$ cat src/rtl/countdown_ctrl_pkg.sv
// Shared definitions for the countdown controller: state encoding, counter
// width default and the all-zero count constant.
package countdown_ctrl_pkg;

    localparam int WIDTH_DEF = 4;

    typedef logic [WIDTH_DEF-1:0] count_t;

    localparam count_t ZERO = '0;

    typedef enum logic [1:0] {
        IDLE = 2'd0,
        RUN  = 2'd1,
        DONE = 2'd2
    } state_t;

endpackage

$ cat src/rtl/eq_0.sv
// Zero detector: flags when the input vector is all zeros.
module eq_0 #(
    parameter int WIDTH = 4
) (
    input  logic [WIDTH-1:0] value,
    output logic             is_zero
);

    assign is_zero = (value == '0);

endmodule

$ cat src/rtl/countdown_ctrl.sv
// Loadable down-counter controller with hold, abort and optional auto-reload;
// busy/done are decoded straight from the registered state.
module countdown_ctrl
    import countdown_ctrl_pkg::*;
#(
    parameter bit AUTO_RELOAD = 1'b0,
    parameter int WIDTH       = WIDTH_DEF
) (
    input  logic             clock,
    input  logic             reset_n,
    input  logic             start,
    input  logic [WIDTH-1:0] load_val,
    input  logic             hold,
    input  logic             abort,
    output logic             busy,
    output logic             done,
    output logic [WIDTH-1:0] count,
    output logic             is_zero
);

    state_t           state;
    state_t           state_next;
    logic [WIDTH-1:0] count_next;
    logic [WIDTH-1:0] reload;
    logic [WIDTH-1:0] reload_next;

    eq_0 #(.WIDTH(WIDTH)) u_eq_0 (
        .value   (count),
        .is_zero (is_zero)
    );

    // NOTE: every signal gets its hold value first so no path leaves it unassigned (no latches).
    always_comb begin
        state_next  = state;
        count_next  = count;
        reload_next = reload;
        case (state)
            IDLE: begin
                if (start) begin
                    count_next  = load_val;
                    reload_next = load_val;
                    state_next  = RUN;
                end
            end
            RUN: begin
                if (abort) begin
                    count_next = ZERO;
                    state_next = IDLE;
                end else if (is_zero) begin
                    state_next = DONE;
                end else if (!hold) begin
                    count_next = count - 1'b1;
                end
            end
            DONE: begin
                if (abort) begin
                    state_next = IDLE;
                end else if (start) begin
                    count_next  = load_val;
                    reload_next = load_val;
                    state_next  = RUN;
                end else if (AUTO_RELOAD) begin
                    count_next = reload;
                    state_next = RUN;
                end else begin
                    state_next = IDLE;
                end
            end
            default: begin
                // The spare encoding falls back to a clean idle.
                count_next = ZERO;
                state_next = IDLE;
            end
        endcase
    end

    // NOTE: registers use non-blocking assignments so all state updates on the edge together.
    always_ff @(posedge clock or negedge reset_n) begin
        if (!reset_n) begin
            state  <= IDLE;
            count  <= ZERO;
            reload <= ZERO;
        end else begin
            state  <= state_next;
            count  <= count_next;
            reload <= reload_next;
        end
    end

    assign busy = (state == RUN);
    assign done = (state == DONE);

endmodule

$ cat config.mk
export PLATFORM = sky130hd
export DESIGN_NAME = countdown_ctrl
export DESIGN_NICKNAME = d
export VERILOG_FILES = /design/src/rtl/countdown_ctrl_pkg.sv /design/src/rtl/eq_0.sv /design/src/rtl/countdown_ctrl.sv
export SDC_FILE = /design/constraint.sdc
export NUM_CORES = 1
export LEC_CHECK = 0
export ABC_AREA = 1
export CORE_AREA = 8 8 45 47
export DETAILED_ROUTE_END_ITERATION = 8
export DIE_AREA = 0 0 53 55
export HOLD_SLACK_MARGIN = 0.06
export PLACE_DENSITY = 0.61
export SLEW_MARGIN = 20
export SYNTH_ARGS = -nofsm -noshare
export SYNTH_HDL_FRONTEND = slang
export SYNTH_HIERARCHICAL = 1
export SYNTH_SLANG_ARGS = --single-unit
$ cat constraint.sdc
create_clock -name clock -period 1.2 [get_ports clock]
set_input_delay 0.36 -clock clock [delete_from_list [all_inputs] [get_ports clock]]
set_output_delay 0.36 -clock clock [all_outputs]
set_load 0.1 [all_outputs]
After elaboration in Yosys (flattened, before gate mapping). Index checks and enable logic that the tools add are counted.

Input port bits: 9. Register bits: 6. Output and inout bits: 7.

Equal/unequal tests: 7. Multiplexer cells: 12. Reduce and logical (&&, ||, !) cells: 4. Add/sub/neg operators: 1.

Operators with widths (count): 2-to-1 mux 4 bit (5); case mux 4 bit (3 select lines) (1); 2-to-1 mux 2 bit (3); inequality test 3 bit, second input constant (2); case mux 2 bit (3 select lines) (1); zero test 4 bit (1); inequality test 2 bit, second input constant (2); subtractor 4 x 1 -> 4 bit, second input constant (1); inequality test 3 x 2 -> 1 bit, second input constant (1); AND reduction 3 bit (1); equality test 2 x 1 -> 1 bit, second input constant (1); equality test 2 bit, second input constant (1); zero test 2 bit (1); 2-to-1 mux 1 bit (2); AND reduction 2 bit (1).

Logic depth before layout (Yosys ltp).
Depth in word-level cells: 5. Mapped depth: 9. Depth with buffers taken out: 9.

Hierarchy. The synthesis kept the hierarchy.

Modules (own cells, without submodules): countdown_ctrl (seq. area each 150.1 sq um, instances 1, cells each 54, area an instance 394.1 sq um); eq_0 (seq. area each 0.0 sq um, instances 1, cells each 7, area an instance 26.3 sq um).

Least setup slack after synthesis. Ideal clock, no wire load.

Path type: flip-flop to flip-flop. Start point: reg count[2]. End point: reg count[0]. Data arrival time: 2.889 ns. Path slack: -1.815 ns. Required time: 1.074 ns. Setup time: 0.126 ns. Cell stages (with the launch flop): 9. Buffers on the path: 0. Cell sequence: dfrtp_1 > inv_1 > nand2_1 > nor2_1 > nor2_1 > nor2_4 > nor2_2 > nand2_1 > o21ai_1.

Longest elaborated chain between the ends: 3.

Ends and longest elaborated chain: start: declaration (RTL line countdown_ctrl.sv:17) `output logic [WIDTH-1:0] count,`; start signal: assignment (RTL line countdown_ctrl.sv:85) `count <= count_next;`; zero test 4 bit (RTL line eq_0.sv:9) `assign is_zero = (value == '0);`; via is_zero (RTL line countdown_ctrl.sv:18) `output logic is_zero`; inequality test 3 bit (no source line); AND reduction 3 bit (no source line).

The timed path passes the listed nets, and every way through them passes these cells. A chain may end at the register's enable or synchronous reset.

Worst setup path after layout.
Start point: reg count[2]. End point: out is_zero.

Longest elaborated chain between the ends: 1.

Ends and longest elaborated chain (RTL line): zero test 4 bit (eq_0.sv:9); end: declaration (countdown_ctrl.sv:18).

No other way between the ends.

==> flow_metrics.tcl <==
set metrics [dict create \
    path_clk_slew_ps 50 \
    diodes 0 \
    fin_nets 110 \
    synth_seq_cells 6 \
    yosysTopAreaCell "dfrtp_1" \
    ant_nets 0 \
    netlist_area_sq_um 420.4 \
    fin_skew_ps 10.18 \
    layout-drive-gt1-share_pct 55.56 \
    worst_pin_slew_ps 277.7 \
    slew_viol_final 0 \
    worstPathArrival_ps 1160 \
    netlist.area_leader.share_pct 35.71 \
    wire_per_inst_um 11.37 \
    fmax_mhz 656.7 \
    die_x_um 53 \
    finalHoldViolCount 0 \
    core_area_sq_um 1384 \
    final_area_sq_um 898.4 \
    routed_wl_mm 1.308 \
    rows 14 \
    grt.overflow.total 0 \
    cts_root_buf "clkbuf_4" \
    cts_tree "done" \
    antenna_found_initial 0 \
    drt_iter0_drc 4 \
    ys_seq_area_share_pct 35.71 \
    slew_headroom_pct 81.43 \
    grt_first_pass_wirelength_mm 2.132 \
    dp_hpwl_um 966.5 \
    maxCapViolations 0 \
    die_y_um 55 \
    vias 507 \
    yosys_warnings 6 \
    dieArea_sq_um 2915 \
    drc_errors 0 \
    setup.worst_path.end_class "output port" \
    port_buffers 15 \
    seq_area_sq_um 163.9 \
    status "complete, but fails checks" \
    vias_per_cell 4.409 \
    worstSetupStartpointType "register" \
    grt_pass1_vias 514 \
    fin_setup_tns_ps -2475 \
    worst_skew_pair.late_latency_ps 240 \
    io_pins 16 \
    cp.required_ps 840 \
    finalSetupViolCount 13 \
    area_growth_pct 113.7 \
    avgSynthCellArea_sq_um 6.892 \
    cts-buffers-inserted 3 \
    grt.total_usage_pct 9.594 \
    syn-num-nets 71 \
    period_share_pct 126.9 \
    yosys-top-cells-area "dfrtp_1 (36%), nand2_1 (16%), inv_1 (9.8%)" \
    violations "negative setup slack" \
    holdWs_ps 358.3 \
    grt_max_degree 7 \
    dr.pass1.iters 4 \
    ys_types 17 \
    setup_ws_ps -322.8 \
    start_util_pct 30.38 \
    fillerInstances 122 \
    ctsLongestPathBuffers 2 \
    rsz0062_at_grt "true" \
    cts_num_sinks 6 \
    pre_cts_ws_ps -331.7 \
    path_class "register to output port" \
    syn_inst 61 \
    multiInputGateArea_sq_um 254.0 \
    placed_cell_area_sq_um 758.2 \
    cts-htree-levels 1 \
    min_period_ps 1523 \
    critPathMaxFanout 2 \
    gp_congestion 0.7735 \
    min_path_type "input pin to async pin" \
]
[critical path: stages (launching register included)]
cell and delay [ps]:
dfrtp_4 470, inv_2 60, nand2_2 70, nor2_4 130, buf_12 180
[state kept, by name, indices dropped and copies added, names as in the netlist]
signal	flops
count	4
state	2
[Yosys cell counts]
cell,instances
dfrtp_1,6
inv_2,2
nor2_1,4
nand2_4,1
nand2_2,2
nand3_1,2
nor2_2,2
nand2_1,18
xnor2_1,1
ha_1,1
nor3_1,1
o211ai_1,1
nor2_4,2
o21ai_0,4
or2_1,1
inv_1,11
o21ai_1,2
[what timing repair did]
action / 4_1_cts / 5_1_grt
pin swaps: 3 / 2
hold buffers: 0 / 0
setup endpoints to repair: 11 / 13
resized for setup: 15 / 3
setup buffers: 9 / 3
[layout by cell type, fill, tap and decap left out, types with 2 or more instances in the layout]
| cell | synthesis | routed |
|---|---|---|
| nand3_1 | 2 | 2 |
| nand2_2 | 2 | 4 |
| nand2_1 | 18 | 16 |
| buf_6 | 0 | 6 |
| inv_2 | 2 | 7 |
| dfrtp_4 | 0 | 3 |
| o21ai_0 | 4 | 2 |
| clkbuf_4 | 0 | 3 |
| dfrtp_2 | 0 | 2 |
| buf_12 | 0 | 7 |
| o21ai_1 | 2 | 4 |
| nor2_2 | 2 | 3 |
| inv_1 | 11 | 6 |
| nor2_4 | 2 | 5 |
| clkdlybuf4s50_1 | 0 | 8 |
| buf_4 | 0 | 13 |
[cells by family (layout without fill, tap and decap cells)]
group,after synthesis,in the layout,synth area share (%)
AO/OA/AOI/OAI,7,7,8.930
XOR/XNOR,1,1,2.084
adder cells (fa/ha/maj),1,1,2.976
buffers and inverters,13,51,11.61
flip-flops,6,6,35.71
AND/OR/NAND/NOR,33,33,38.69
[per-stage QoR]
stage          std cells  utilization (%)
2_1_floorplan         61                -
3_3_place_gp         101            54.79
3_5_place_dp         101            54.79
4_1_cts              113            63.56
5_1_grt              115            64.92
6_report             115            64.92
[area by class of cell]
type                            count  area share, %
Tap cell                           16          2.228
Inverter                           13          5.432
Clock buffer                        4          2.925
Sequential cell                     6          18.25
Timing Repair Buffer               34          42.90
Multi-Input combinational cell     42          28.27
[metal layers]
layer	vias up	wire (um)	GRT usage (%)
met5	-	0	0
met4	0	0	5.172
met3	0	74	1.070
met2	11	624	16.99
met1	236	609	11.04
li1	260	-	-
[path summary, 6_finish.rpt]
check                           cells past startpoint  slack (ps)  startpoint        to
worst max-delay path                                4        -320    count[2]   is_zero
worst min-delay path                                1         360     reset_n  count[2]
worst max register to register                     10        -210    count[2]  count[0]
worst min register to register                      5         700    state[1]  count[3]
max in group asynchronous                           1         590     reset_n  count[0]
min in group clock                                  5         700    state[1]  count[3]
Power is left out: the tool's default activity adds up to more than one toggle a clock period on the data nets, which glitch-free logic cannot reach.
